`config.mk`:
```
export PLATFORM = sky130hd
export DESIGN_NAME = ld_ext_unit
export DESIGN_NICKNAME = d
export VERILOG_FILES = /design/src/rtl/ld_ext_pkg.sv /design/src/rtl/ld_ext_extract.sv /design/src/rtl/ld_ext_unit.sv
export SDC_FILE = /design/constraint.sdc
export NUM_CORES = 1
export LEC_CHECK = 0
export BUFFER_PORTS_ARGS = -buffer_cell sky130_fd_sc_hd__buf_2
export CORE_MARGIN = 5
export CORE_UTILIZATION = 30
export CTS_CLUSTER_SIZE = 14
export DETAILED_ROUTE_END_ITERATION = 10
export PLACE_DENSITY = 0.58
export SYNTH_ARGS = -nofsm -noshare
export SYNTH_HDL_FRONTEND = slang
export SYNTH_SLANG_ARGS = --single-unit
```
`constraint.sdc`:
```
create_clock -name clk -period 3.3 [get_ports clk]
set_clock_uncertainty 0.05 [all_clocks]
set_input_delay 0 -clock clk [delete_from_list [all_inputs] [get_ports clk]]
set_output_delay 0 -clock clk [all_outputs]
set_load 0.005 [all_outputs]
```
`src/rtl/ld_ext_pkg.sv`:
```
// Shared types and helpers for the load alignment/extension unit.
package ld_ext_pkg;

  typedef enum logic [1:0] {SZ_B, SZ_H, SZ_W, SZ_D} size_e;

  typedef enum logic [2:0] {
    ST_IDLE,
    ST_RD0,
    ST_WT0,
    ST_RD1,
    ST_WT1,
    ST_OUT
  } state_e;

  function automatic logic [3:0] bytes_of(input logic [1:0] size);
    return 4'd1 << size;
  endfunction

endpackage

```
`src/rtl/ld_ext_extract.sv`:
```
// Combinational shift, mask and sign/zero extension of a {hi,lo} bus-word pair.
module ld_ext_extract
  import ld_ext_pkg::*;
#(
  parameter int DW = 32,
  localparam int OW = $clog2(DW/8)
) (
  input  logic [DW-1:0] lo,
  input  logic [DW-1:0] hi,
  input  logic [OW-1:0] off,
  input  logic [1:0]    size,
  input  logic          zext,
  output logic [DW-1:0] data
);

  logic [2*DW-1:0] shifted;
  logic            sign;
  logic            fill;
  logic [DW/8-1:0] keep;

  assign shifted = {hi, lo} >> {off, 3'b000};

  always_comb begin
    sign = 1'b0;
    case (size)
      SZ_B:    sign = shifted[7];
      SZ_H:    sign = shifted[15];
      SZ_W:    sign = shifted[31];
      default: sign = shifted[63];
    endcase
  end

  assign fill = ~zext & sign;

  // Byte lanes inside the field pass through; lanes above it take the fill bit.
  for (genvar gi = 0; gi < DW/8; gi++) begin : g_lane
    assign keep[gi]          = 4'(gi) < bytes_of(size);
    assign data[gi*8 +: 8]   = keep[gi] ? shifted[gi*8 +: 8] : {8{fill}};
  end

endmodule

```
`src/rtl/ld_ext_unit.sv`:
```
// Handshaked load alignment/extension unit; optional split-access support via MISALIGN_EN.
module ld_ext_unit
  import ld_ext_pkg::*;
#(
  parameter int DW = 32,
  localparam int OW = $clog2(DW/8)
) (
  input  logic          clk,
  input  logic          rst_n,
  input  logic          req_valid,
  output logic          req_ready,
  input  logic [OW-1:0] req_off,
  input  logic [1:0]    req_size,
  input  logic          req_unsigned,
  output logic          mem_rd_valid,
  input  logic          mem_rd_ready,
  output logic          mem_rd_second,
  input  logic          mem_rsp_valid,
  input  logic [DW-1:0] mem_rsp_data,
  output logic          out_valid,
  input  logic          out_ready,
  output logic [DW-1:0] out_data,
  output logic          out_err
);

  state_e        state_reg, state_next;
  logic [OW-1:0] off_reg;
  logic [1:0]    size_reg;
  logic          uns_reg;
  logic [DW-1:0] lo_reg;
  logic [DW-1:0] out_data_reg;
  logic          out_err_reg;
  logic [DW-1:0] ext_lo, ext_hi, ext_data;
  logic [4:0]    end_byte;
  logic          req_split, req_illegal, req_err, accept;

  assign end_byte    = 5'(req_off) + 5'(bytes_of(req_size));
  assign req_split   = end_byte > 5'(DW/8);
  assign req_illegal = (req_size == SZ_D) && (DW == 32);
  assign accept      = req_valid && (state_reg == ST_IDLE);

`ifdef MISALIGN_EN
  logic          split_reg;
  logic [DW-1:0] hi_reg;
  assign req_err = req_illegal;
`else
  assign req_err = req_illegal || req_split;
`endif

  // The beat arriving this cycle is fed straight in so the result can be registered on entry to OUT.
  always_comb begin
    ext_lo = (state_reg == ST_WT0) ? mem_rsp_data : lo_reg;
`ifdef MISALIGN_EN
    ext_hi = (state_reg == ST_WT1) ? mem_rsp_data : hi_reg;
`else
    ext_hi = '0;
`endif
  end

  ld_ext_extract #(.DW(DW)) u_extract (
    .lo   (ext_lo),
    .hi   (ext_hi),
    .off  (off_reg),
    .size (size_reg),
    .zext (uns_reg),
    .data (ext_data)
  );

  always_ff @(posedge clk or negedge rst_n) begin
    if (!rst_n) state_reg <= ST_IDLE;
    else        state_reg <= state_next;
  end

  always_comb begin
    state_next    = state_reg;
    req_ready     = 1'b0;
    mem_rd_valid  = 1'b0;
    mem_rd_second = 1'b0;
    out_valid     = 1'b0;
    case (state_reg)
      ST_IDLE: begin
        req_ready = 1'b1;
        if (req_valid) state_next = req_err ? ST_OUT : ST_RD0;
      end
      ST_RD0: begin
        mem_rd_valid = 1'b1;
        if (mem_rd_ready) state_next = ST_WT0;
      end
      ST_WT0: begin
`ifdef MISALIGN_EN
        if (mem_rsp_valid) state_next = split_reg ? ST_RD1 : ST_OUT;
`else
        if (mem_rsp_valid) state_next = ST_OUT;
`endif
      end
`ifdef MISALIGN_EN
      ST_RD1: begin
        mem_rd_valid  = 1'b1;
        mem_rd_second = 1'b1;
        if (mem_rd_ready) state_next = ST_WT1;
      end
      ST_WT1: begin
        if (mem_rsp_valid) state_next = ST_OUT;
      end
`endif
      ST_OUT: begin
        out_valid = 1'b1;
        if (out_ready) state_next = ST_IDLE;
      end
      default: state_next = ST_IDLE;
    endcase
  end

  always_ff @(posedge clk or negedge rst_n) begin
    if (!rst_n) begin
      off_reg      <= '0;
      size_reg     <= '0;
      uns_reg      <= 1'b0;
      lo_reg       <= '0;
      out_data_reg <= '0;
      out_err_reg  <= 1'b0;
    end else begin
      if (accept) begin
        off_reg  <= req_off;
        size_reg <= req_size;
        uns_reg  <= req_unsigned;
        lo_reg   <= '0;
        if (req_err) begin
          out_err_reg  <= 1'b1;
          out_data_reg <= '0;
        end
      end
      if (state_reg == ST_WT0 && mem_rsp_valid) begin
        lo_reg <= mem_rsp_data;
`ifdef MISALIGN_EN
        if (!split_reg) begin
          out_data_reg <= ext_data;
          out_err_reg  <= 1'b0;
        end
`else
        out_data_reg <= ext_data;
        out_err_reg  <= 1'b0;
`endif
      end
`ifdef MISALIGN_EN
      if (state_reg == ST_WT1 && mem_rsp_valid) begin
        out_data_reg <= ext_data;
        out_err_reg  <= 1'b0;
      end
`endif
    end
  end

`ifdef MISALIGN_EN
  always_ff @(posedge clk or negedge rst_n) begin
    if (!rst_n) begin
      split_reg <= 1'b0;
      hi_reg    <= '0;
    end else begin
      if (accept) begin
        split_reg <= req_split;
        hi_reg    <= '0;
      end
      if (state_reg == ST_WT1 && mem_rsp_valid) hi_reg <= mem_rsp_data;
    end
  end
`endif

  assign out_data = out_data_reg;
  assign out_err  = out_err_reg;

endmodule

```
==> impl_results.md <==
- Filler cells: 1265
- Mean Syn Cell Area: 9.41 um2
- CTS Root Cell: clkbuf_16
- Layout cells sized above 1: 22.9%
- Maxcap violations: 0
- P per Cell Area: 862 nW/um2
- RSZ-0062 raised after global routing: false
- Number of nets with antenna violations after routing: 0
- CP max stage cell: dlygate4sd3_1
- Number of placed I/O pins: 80
- Max stage delay on crit path: 0.53 ns
- Vias/cell: 4.86
- Synth Warn #: 0
- Crit-path leading delay family: buffers and inverters
- Peak supply drop: 0.309 mV
- Simple-gate portion of the synthesized area: 21.2%
- Async set or reset register ratio after synthesis: 100%
- Placer Congestion: 0.792
- Seq cells post-synth: 73
- Drt wl/cell: 16.1 um
- Setup violations, final: 0
- CTS tree: done
- Core area: 12700 um2
- Starting density of the core: 30.7%
- Row count: 41
- Critical path class: primary input to flip-flop
- Largest net degree at the start of global routing: 48
- Synth Area in XOR/XNOR: 0%
- Die Span X: 124 um
- Tot GR Track Use: 15.4%
- Cell area after layout: 5150 um2
- Initial antenna violation count: 0
- CTS Buf Count: 9
- Clock transition at path regs: 0.06 ns
- Post_cts resized: 0
- Synth Area in Compound Gates: 13.8%
- Max-slew headroom: 35.2%
- Layout Nets: 567
- Most frequent cells in the layout: nand2_1, buf_2, dfrtp_1
- CTS Sinks: 73
- EDFF count, synth: 0
- Post-synth cell types: 44
- CP Launch Type: primary input
- Synth Cell Area: 3890 um2
- Diodes inserted: 0
- Static Leak: 2.58 nW
- Max Root-Sink Buffers: 2
- GR peak layer: met2
- Placed inst area: 4440 um2
- Critical path fanouts, max: 15
- Required time worst endpoint: 3.51 ns
- Met1 Usage GRT: 21.0%
- Clk_lat worst skew: 0.33 ns
- CP arrival: 2.96 ns
- Tmin final: 2.74 ns
- Post-Route WL: 11300 um
- Vias: 3384
- Worst path bufs/invs: 4
- 1st-iter DRT viols: 193
- Most common cell after layout, fill and taps aside: nand2_1
- Adder-Cell Fraction of Synth Area: 1.16%
- WHS: 0.0950 ns
- Fin crit share: 83.2%
- Setup tns final: 0 ns
- Fin. max-slew vios: 0
- Max Fclk: 364 MHz
- Vias in the first global route: 3409
- Run status: complete, no violations
- Post-synth top flop: dfrtp_1
- H-tree depth: 3
- Area growth syn-to-layout: 32.5%
- Global routing usage on met3: 2.77%
- GRT Residual Overflow: 0
- DRT Pass-1 Iters: 4
- Die height: 124 um
- Sequential area share after synthesis: 47.0%
- Worst Tran Pin Value: 0.972 ns
- Die Area: 15300 um2
- Hold Fails Final Rpt: 0
- Largest family of logic cells by synthesized area: simple AND/OR/NAND/NOR gates
- Hpwl dp: 8330 um
- M2 GR Usage: 24.8%
- Finished Core Util: 40.6%
- Post-Synthesis Cells: 413
- Worst-path cell chain: dlygate4sd3_1, buf_2, nor2_1, ha_1, inv_1, fa_1, nor2b_1, o21ai_0, a31oi_2, buf_4, a22oi_1, nand2_1
- DRC violations left: 0
- Syn nets: 459
- First-pass GRT wire length: 18000 um
- HP Class: primary input to flip-flop
- Kind of end point of the critical path: flip-flop
- Mux cell area share after synthesis: 12.0%
- PortBufs: 78
-- Yosys cell counts (all sizes together) (2+ instances only) --
| cell | instances | area (um2) |
|---|---|---|
| a211o | 8 | 70.1 |
| a21oi | 4 | 20.0 |
| a22o | 2 | 17.5 |
| a22oi | 14 | 105 |
| a31oi | 8 | 56.3 |
| a32oi | 2 | 25.0 |
| buf | 13 | 87.6 |
| clkbuf | 18 | 67.6 |
| dfrtp | 73 | 1830 |
| ha | 2 | 25.0 |
| inv | 7 | 26.3 |
| mux2i | 24 | 240 |
| mux4 | 10 | 225 |
| nand2 | 117 | 439 |
| nand2b | 3 | 18.8 |
| nand3 | 32 | 160 |
| nor2 | 10 | 37.5 |
| nor2b | 13 | 81.3 |
| nor3 | 3 | 15.0 |
| nor3b | 2 | 20.0 |
| o211ai | 7 | 52.6 |
| o21ai | 27 | 135 |
-- routing by layer --
layer  vias up  share of wire (%)
li1       1660                  -
met1      1620                 45
met2        92                 48
met3        12                5.8
met4         0                1.1
met5         -                  0
-- cell type report --
cell class,instances,area (um2),share of cell area [%]
inverter,7,26.3,0.510
tap,172,215,4.18
clock buffer,12,256,4.98
timing repair buffer,128,881,17.1
sequential,73,1830,35.5
clock inverter,3,40.0,0.777
multi-input combinational,302,1900,37.0
-- power breakdown --
part / switching, mW / internal [mW]
sequential: 0.267 / 1.26
combinational: 1.10 / 0.832
clock: 0.361 / 0.620
-- metrics by stage --
stage | total power, mW | std cells | setup slack [ns]
after floorplan | 2.76 | 413 | 1.22
after global placement | 3.40 | 641 | 0.673
after detailed placement | 3.45 | 641 | 0.574
after CTS | 4.48 | 697 | 0.535
after global routing | 4.76 | 697 | 0.284
final | 4.44 | 697 | 0.556
-- worst min-delay path: cells and delay by family --
family	cells	cell delay, ns
and+or+nand+nor	3	0.33
buffers and inverters	1	0.10
-- what timing repair did --
item / in CTS / in global routing
buffers inserted: 0 / 0
hold buffers: 41 / 0
hold endpoints to repair: 80 / 0
-- logic make-up after synthesis --
group	Yosys count
other	1
adder cells (fa/ha/maj)	3
buffers and inverters	38
AND/OR/NAND/NOR	186
AO/OA/AOI/OAI	78
flip-flops	73
multiplexers	34
-- final timing paths --
path                                           from                  endpoint  slack (ns)  cells after the start
max in group asynchronous                     rst_n    lo_reg[26]$_DFFE_PN0P_        2.09                      3
max                                     req_size[1]  out_data[18]$_DFFE_PN0P_        0.56                     12
max reg2reg                state_reg[2]$_DFFE_PN0P_  out_data[27]$_DFFE_PN0P_        0.59                      5
min in group asynchronous                     rst_n   out_data[4]$_DFFE_PN0P_        0.31                      2
min                                       req_valid    off_reg[0]$_DFFE_PN0P_         0.1                      4
min reg2reg                out_data[15]$_DFFE_PN0P_  out_data[15]$_DFFE_PN0P_        0.43                      2
Power figures use the tool's default switching activity.
